--- config.mk ---
export PLATFORM = sky130hd
export DESIGN_NAME = mult_arbiter_flat
export DESIGN_NICKNAME = d
export VERILOG_FILES = /design/src/rtl/mult_arbiter_if.sv /design/src/rtl/mult_arbiter.sv /design/src/flat_wrapper.sv
export SDC_FILE = /design/constraint.sdc
export NUM_CORES = 1
export LEC_CHECK = 0
export ABC_AREA = 1
export CAP_MARGIN = 20
export CORE_MARGIN = 2
export CORE_UTILIZATION = 36
export CTS_BUF_LIST = sky130_fd_sc_hd__clkbuf_2
export DETAILED_ROUTE_END_ITERATION = 10
export GPL_TIMING_DRIVEN = 0
export PLACE_DENSITY_LB_ADDON = 0.2
export SLEW_MARGIN = 5
export SYNTH_ARGS = -nofsm -noshare
export SYNTH_HDL_FRONTEND = slang
export SYNTH_SLANG_ARGS = --single-unit
--- constraint.sdc ---
create_clock -name i_clk -period 2.4 [get_ports i_clk]
set_input_delay 0.48 -clock i_clk [delete_from_list [all_inputs] [get_ports i_clk]]
set_output_delay 0.48 -clock i_clk [all_outputs]
set_load 0.05 [all_outputs]
--- src/rtl/mult_arbiter_if.sv ---
// Bundle between the FFT lanes / shared multiplier and mult_arbiter.
// slave  : arbiter side (takes requests and products, drives grants,
//          operands and responses).
// master : environment side (requesters, multiplier core, controller).
// Signals:
//   i_req_valid/o_req_ready   per-requester handshake (NREQ bits)
//   i_req_a/i_req_b           packed operands, requester r at [r*N +: N]
//   i_hold/i_flush            controller quiesce / discard
//   o_mul_a/o_mul_b/i_mul_p   multiplier operands and product
//   o_rsp_valid/o_rsp_data    one-hot product return
//   o_idle/o_issue_cnt        status
interface mult_arbiter_if #(
  parameter int unsigned N    = 16,
  parameter int unsigned NREQ = 4
);
  logic [NREQ-1:0]   i_req_valid;
  logic [NREQ-1:0]   o_req_ready;
  logic [NREQ*N-1:0] i_req_a;
  logic [NREQ*N-1:0] i_req_b;
  logic              i_hold;
  logic              i_flush;
  logic [N-1:0]      o_mul_a;
  logic [N-1:0]      o_mul_b;
  logic [N-1:0]      i_mul_p;
  logic [NREQ-1:0]   o_rsp_valid;
  logic [N-1:0]      o_rsp_data;
  logic              o_idle;
  logic [15:0]       o_issue_cnt;

  modport slave (
    input  i_req_valid, i_req_a, i_req_b, i_hold, i_flush, i_mul_p,
    output o_req_ready, o_mul_a, o_mul_b, o_rsp_valid, o_rsp_data, o_idle, o_issue_cnt
  );

  modport master (
    output i_req_valid, i_req_a, i_req_b, i_hold, i_flush, i_mul_p,
    input  o_req_ready, o_mul_a, o_mul_b, o_rsp_valid, o_rsp_data, o_idle, o_issue_cnt
  );
endinterface

--- src/rtl/mult_arbiter.sv ---
// Round-robin arbiter sharing one pipelined fixed-point multiplier between NREQ
// requesters. The winning operands are registered onto o_mul_*, and a tag rides
// alongside through a latency-matched pipeline so each product returns one-hot
// on o_rsp_valid together with the multiplier output on o_rsp_data.
// i_hold blocks new grants while in-flight work drains; i_flush drops it all.
// Ports:
//   i_clk     clock, rising edge
//   i_rst_n   asynchronous reset, active low
//   bus       mult_arbiter_if.slave (requests, multiplier, responses, status)
// Build option: define MULT_ARB_CNT_EN for a saturating transfer counter on
// o_issue_cnt; otherwise o_issue_cnt is tied to zero.
module mult_arbiter #(
  parameter int unsigned N       = 16,
  parameter int unsigned NREQ    = 4,
  parameter int unsigned MUL_LAT = 2
) (
  input logic           i_clk,
  input logic           i_rst_n,
  mult_arbiter_if.slave bus
);
  localparam int unsigned IW    = (NREQ > 1) ? $clog2(NREQ) : 1;
  localparam int unsigned TW    = 1 + IW;
  localparam int unsigned DEPTH = MUL_LAT + 1;

  typedef enum logic [1:0] {StIdle, StRun, StDrain} state_e;

  state_e        state_q, state_d;
  logic [IW-1:0] ptr_q, ptr_d;
  logic [N-1:0]  mul_a_q, mul_a_d, mul_b_q, mul_b_d;
  // Tag aligned with o_mul_*; the pipeline then covers the multiplier's sampling
  // edge plus its MUL_LAT stages, so the head lines up with i_mul_p.
  logic [TW-1:0] issue_tag_q, issue_tag_d;
  logic [TW-1:0] tag_q [DEPTH];
  logic [TW-1:0] tag_d [DEPTH];

  logic [NREQ-1:0] ready;
  logic [IW-1:0]   gnt_idx;
  logic            found;
  logic            xfer;
  logic            pipe_busy;
  logic            pipe_empty;
  logic [IW:0]     sum;
  logic [TW-1:0]   head;
  logic [NREQ-1:0] rsp_valid;

  // Rotating search starting at ptr; grants suppressed under hold or flush.
  always_comb begin
    found   = 1'b0;
    gnt_idx = '0;
    ready   = '0;
    sum     = '0;
    for (int unsigned i = 0; i < NREQ; i++) begin
      sum = {1'b0, ptr_q} + (IW + 1)'(i);
      if (sum >= (IW + 1)'(NREQ)) sum = sum - (IW + 1)'(NREQ);
      if (!found && bus.i_req_valid[sum[IW-1:0]]) begin
        found   = 1'b1;
        gnt_idx = sum[IW-1:0];
      end
    end
    if (found && !bus.i_hold && !bus.i_flush) ready[gnt_idx] = 1'b1;
  end

  assign xfer = |(bus.i_req_valid & ready);

  always_comb begin
    pipe_busy = issue_tag_q[TW-1];
    for (int unsigned i = 0; i < DEPTH; i++) pipe_busy = pipe_busy | tag_q[i][TW-1];
  end

  // A flush empties the pipeline on this very edge.
  assign pipe_empty = bus.i_flush | ~pipe_busy;

  always_comb begin
    ptr_d       = ptr_q;
    mul_a_d     = '0;
    mul_b_d     = '0;
    issue_tag_d = '0;
    if (xfer) begin
      ptr_d       = (gnt_idx == IW'(NREQ - 1)) ? '0 : gnt_idx + IW'(1);
      mul_a_d     = bus.i_req_a[32'(gnt_idx) * N +: N];
      mul_b_d     = bus.i_req_b[32'(gnt_idx) * N +: N];
      issue_tag_d = {1'b1, gnt_idx};
    end
    tag_d[0] = issue_tag_q;
    for (int unsigned i = 1; i < DEPTH; i++) tag_d[i] = tag_q[i-1];
    if (bus.i_flush) begin
      issue_tag_d[TW-1] = 1'b0;
      for (int unsigned i = 0; i < DEPTH; i++) tag_d[i][TW-1] = 1'b0;
    end
  end

  always_comb begin
    state_d = state_q;
    unique case (state_q)
      StIdle:  if (xfer) state_d = StRun;
      StRun: begin
        if (bus.i_hold)             state_d = StDrain;
        else if (pipe_empty && !xfer) state_d = StIdle;
      end
      StDrain: begin
        if (xfer)            state_d = StRun;
        else if (pipe_empty) state_d = StIdle;
      end
      default: state_d = StIdle;
    endcase
  end

  always_ff @(posedge i_clk or negedge i_rst_n) begin
    if (!i_rst_n) begin
      state_q     <= StIdle;
      ptr_q       <= '0;
      mul_a_q     <= '0;
      mul_b_q     <= '0;
      issue_tag_q <= '0;
      for (int unsigned i = 0; i < DEPTH; i++) tag_q[i] <= '0;
    end else begin
      state_q     <= state_d;
      ptr_q       <= ptr_d;
      mul_a_q     <= mul_a_d;
      mul_b_q     <= mul_b_d;
      issue_tag_q <= issue_tag_d;
      for (int unsigned i = 0; i < DEPTH; i++) tag_q[i] <= tag_d[i];
    end
  end

  assign head = tag_q[DEPTH-1];

  always_comb begin
    rsp_valid = '0;
    if (head[TW-1]) rsp_valid[head[IW-1:0]] = 1'b1;
  end

`ifdef MULT_ARB_CNT_EN
  logic [15:0] cnt_q, cnt_d;

  always_comb begin
    cnt_d = cnt_q;
    if (xfer && (cnt_q != 16'hFFFF)) cnt_d = cnt_q + 16'd1;
  end

  always_ff @(posedge i_clk or negedge i_rst_n) begin
    if (!i_rst_n) cnt_q <= '0;
    else          cnt_q <= cnt_d;
  end

  assign bus.o_issue_cnt = cnt_q;
`else
  assign bus.o_issue_cnt = 16'h0000;
`endif

  assign bus.o_req_ready = ready;
  assign bus.o_mul_a     = mul_a_q;
  assign bus.o_mul_b     = mul_b_q;
  assign bus.o_rsp_valid = rsp_valid;
  assign bus.o_rsp_data  = bus.i_mul_p;
  assign bus.o_idle      = (state_q == StIdle);
endmodule
--- src/flat_wrapper.sv ---
// flat-port wrapper written by rule: the top's interface ports become plain ports
module mult_arbiter_flat 
#(
  parameter int unsigned N       = 16,
  parameter int unsigned NREQ    = 4,
  parameter int unsigned MUL_LAT = 2
)
  (i_clk, i_rst_n, bus_i_req_valid, bus_i_req_a, bus_i_req_b, bus_i_hold, bus_i_flush, bus_i_mul_p, bus_o_req_ready, bus_o_mul_a, bus_o_mul_b, bus_o_rsp_valid, bus_o_rsp_data, bus_o_idle, bus_o_issue_cnt);
  mult_arbiter_if #(.N(N), .NREQ(NREQ)) bus_i ();
  input logic i_clk;
  input logic i_rst_n;
  input wire logic [$bits(bus_i.i_req_valid)-1:0] bus_i_req_valid;
  input wire logic [$bits(bus_i.i_req_a)-1:0] bus_i_req_a;
  input wire logic [$bits(bus_i.i_req_b)-1:0] bus_i_req_b;
  input wire logic [$bits(bus_i.i_hold)-1:0] bus_i_hold;
  input wire logic [$bits(bus_i.i_flush)-1:0] bus_i_flush;
  input wire logic [$bits(bus_i.i_mul_p)-1:0] bus_i_mul_p;
  output wire logic [$bits(bus_i.o_req_ready)-1:0] bus_o_req_ready;
  output wire logic [$bits(bus_i.o_mul_a)-1:0] bus_o_mul_a;
  output wire logic [$bits(bus_i.o_mul_b)-1:0] bus_o_mul_b;
  output wire logic [$bits(bus_i.o_rsp_valid)-1:0] bus_o_rsp_valid;
  output wire logic [$bits(bus_i.o_rsp_data)-1:0] bus_o_rsp_data;
  output wire logic [$bits(bus_i.o_idle)-1:0] bus_o_idle;
  output wire logic [$bits(bus_i.o_issue_cnt)-1:0] bus_o_issue_cnt;
  assign bus_i.i_req_valid = bus_i_req_valid;
  assign bus_i.i_req_a = bus_i_req_a;
  assign bus_i.i_req_b = bus_i_req_b;
  assign bus_i.i_hold = bus_i_hold;
  assign bus_i.i_flush = bus_i_flush;
  assign bus_i.i_mul_p = bus_i_mul_p;
  assign bus_o_req_ready = bus_i.o_req_ready;
  assign bus_o_mul_a = bus_i.o_mul_a;
  assign bus_o_mul_b = bus_i.o_mul_b;
  assign bus_o_rsp_valid = bus_i.o_rsp_valid;
  assign bus_o_rsp_data = bus_i.o_rsp_data;
  assign bus_o_idle = bus_i.o_idle;
  assign bus_o_issue_cnt = bus_i.o_issue_cnt;
  mult_arbiter #(.N(N), .NREQ(NREQ), .MUL_LAT(MUL_LAT)) u_core (.i_clk(i_clk), .i_rst_n(i_rst_n), .bus(bus_i));
endmodule
==> results.py <==
metrics = {
    "setup_path": {
        "crit_type": "flip-flop to primary output",
        "startpoint_type": "flip-flop",
        "crit_fanout": 6,
        "cp.required_ns": 1.92,
        "arrival_ns": 2.44,
        "setup.worst_path.end_class": "primary output",
    },
    "timing": {
        "slew_headroom": 0.617,
        "period_share": 1.22,
        "fmax_ghz": 0.342,
        "skew_ns": 0.0217,
        "period_minus_slack_ns": 2.92,
        "fin_setup_tns_ns": -6.19,
        "rsz0062_at_grt": "true",
        "hold_viol": 0,
        "hold_slack_ns": 0.387,
        "tightestPinTransition_ns": 0.573,
        "maxSlewViolCount": 0,
        "setup_viol": 43,
        "layout_setup_ws_ns": -0.523,
    },
    "global_route": {
        "grt_use_total": 0.230,
        "grt_pass1_wl_um": 21100,
        "grt_pass1_vias": 4431,
        "antenna_found_initial": 0,
        "overflow": 0,
        "grt_max_degree": 36,
    },
    "status": {
        "outcome": "finished, violations left",
        "violations": "negative setup slack",
    },
    "job": {
        "cap_viol_max_count": 0,
    },
    "yosys": {
        "synth_top_area_share": 0.311,
        "yosysMostFrequentCell": "nand2_1",
        "yosys_warnings": 0,
        "post_synth_most_frequent_cells": "237 x nand2_1, 118 x inv_1, 67 x nand4_1",
        "syn_inst": 617,
        "synth_cell_types": 24,
        "avgSynthCellArea_um2": 6.26,
        "async_flop_share": 1.00,
        "yosys_most_used_dff": "dfrtp_1",
        "synth_seq_cells": 48,
        "yosys.area.top_type": "dfrtp_1",
        "ys_seq_area_frac": 0.311,
        "synthTopCellsByArea": "dfrtp_1 31%, nand2_1 23%, inv_1 11%",
        "syn-cell-area_mm2": 0.00386,
        "synth-edff-count": 0,
    },
    "clocking": {
        "cts_root_buffer": "clkbuf_2",
        "path_clk_slew_ns": 0.27,
        "cts_made_buffers": 5,
        "cts.htree.levels": 2,
        "clk_path_buf_depth": 2,
        "clk_latency_ns": 0.48,
        "clock-sinks": 48,
        "cts_tree": "done",
    },
    "placement": {
        "gp_congestion": 0.878,
        "dp_hpwl_um": 10300,
        "pre_cts_ws_ns": -1.34,
        "port_buffers": 192,
        "dp_cells": 961,
    },
    "final_layout": {
        "fillers": 965,
        "seqCellArea_mm2": 0.00120,
        "area_growth_syn_to_layout_pct": 69.4,
        "final_cells": 990,
        "diodes": 0,
        "nets": 1006,
        "multi_input_comb_area_mm2": 0.00200,
        "layout-drive-gt1-share": 0.181,
    },
    "routing": {
        "drtPass1Iterations": 4,
        "drc": 0,
        "viasPerCell": 4.73,
        "ant_nets": 0,
        "drt_iter0_drc": 332,
        "vias": 4683,
        "routed_wl_um": 14300,
        "wl_per_cell_um": 14.5,
    },
    "floorplan": {
        "ioPinCount": 225,
        "rows": 37,
        "die_height_um": 108,
        "start_util": 0.373,
        "placeableCoreArea_mm2": 0.0104,
        "dieWidth_um": 108,
        "die_area_mm2": 0.0116,
    },
    "pwr": {
        "vdd_drop_max_mv": 0.839,
        "power.leakage_nw": 3.71,
        "powerDensity_mw_per_mm2": 1340,
    },
    "hold_path": {
        "min_path_type": "flip-flop to flip-flop",
    },
}
[layout make-up]
class | count | area share
multi-input combinational | 393 | 0.305
clock buffer | 6 | 0.00459
buffer | 68 | 0.0763
tap | 136 | 0.0260
timing repair buffer | 216 | 0.327
clock inverter | 2 | 0.00535
sequential | 48 | 0.184
timing repair inverter | 1 | 0.000956
inverter | 120 | 0.0715
[placed cells by master, fill, tap and decap left out, types with 14 or more instances in the layout]
cell,count
nand2_1,218
clkdlybuf4s50_1,182
inv_1,110
nand4_1,67
buf_4,63
dfrtp_1,48
nand3_1,34
conb_1,16
buf_2,15
nand2_2,14
[critical path, stage by stage (launching register included)]
cell and delay, ns:
dfrtp_1 0.48, buf_6 0.16, inv_8 0.08, nand2_2 0.06, nand3_1 0.13, nand2_2 0.10, buf_6 0.14, nand3_4 0.08
nand3_4 0.10, buf_8 0.15, buf_6 0.11, nor3_4 0.20, buf_6 0.18
[metal layers]
metal / track usage / wire length, um
met1: 0.284 / 5740
met2: 0.412 / 7250
met3: 0.0369 / 1060
met4: 0.0659 / 278
met5: 0 / 0
[final timing paths]
kind | start | end | slack, ns | cells past startpoint
max in group asynchronous | i_rst_n | u_core.tag_d[4] | 1.47 | 3
hold reg to reg | u_core.tag_d[4] | u_core.tag_d[1] | 0.39 | 0
setup reg to reg | u_core.ptr_q[0] | u_core.ptr_q[1] | -0.13 | 18
setup / recovery | u_core.ptr_q[0] | bus_o_req_ready[0] | -0.52 | 12
min in group asynchronous | i_rst_n | u_core.bus.o_mul_b[9] | 0.40 | 2
hold / removal | u_core.tag_d[4] | u_core.tag_d[1] | 0.39 | 0
[state kept, by name, summed over array words and instances, names as in the netlist]
register / count
u_core.issue_tag_q: 3
u_core.state_q: 2
u_core.ptr_q: 2
u_core.bus.o_mul_a: 16
u_core.tag_d: 4
u_core.head: 3
u_core.tag_q: 2
u_core.bus.o_mul_b: 16
[kinds of logic (layout without fill, tap and decap cells)]
logic type / count (synthesis) / in the layout / share of synthesized area
adders and majority gates: 1 / 1 / 0.00324
and+or+nand+nor: 371 / 371 / 0.432
buffers and inverters: 191 / 413 / 0.243
other: 1 / 16 / 0.000971
AOI/OAI and AO/OA: 5 / 5 / 0.00939
DFF: 48 / 48 / 0.311
[report_power, final]
part	switching (mW)	internal (mW)	leakage, nW	total, mW
clock network	0.295	0.178	0.0430	0.474
logic	4.49	2.75	3.02	7.24
registers	0.0705	0.997	0.651	1.07
total	4.86	3.92	3.71	8.78
[repair_timing]
action	CTS	global route
endpoints found under the hold margin	13	0
cloned	2	0
setup endpoints to repair	47	44
setup buffers	13	8
gates resized for setup	65	45
hold buffers	1	0
pin swaps	16	18
[stage by stage]
step	util	total power, mW	instance area (um2)
after floorplan	-	5.59	3950
after global placement	0.583	7.07	6040
after detailed placement	0.584	7.22	6060
after CTS	0.612	8.28	6340
after global routing	0.631	9.59	6540
final	0.631	8.78	6540
Note: power is estimated with default switching activity, not from simulation.
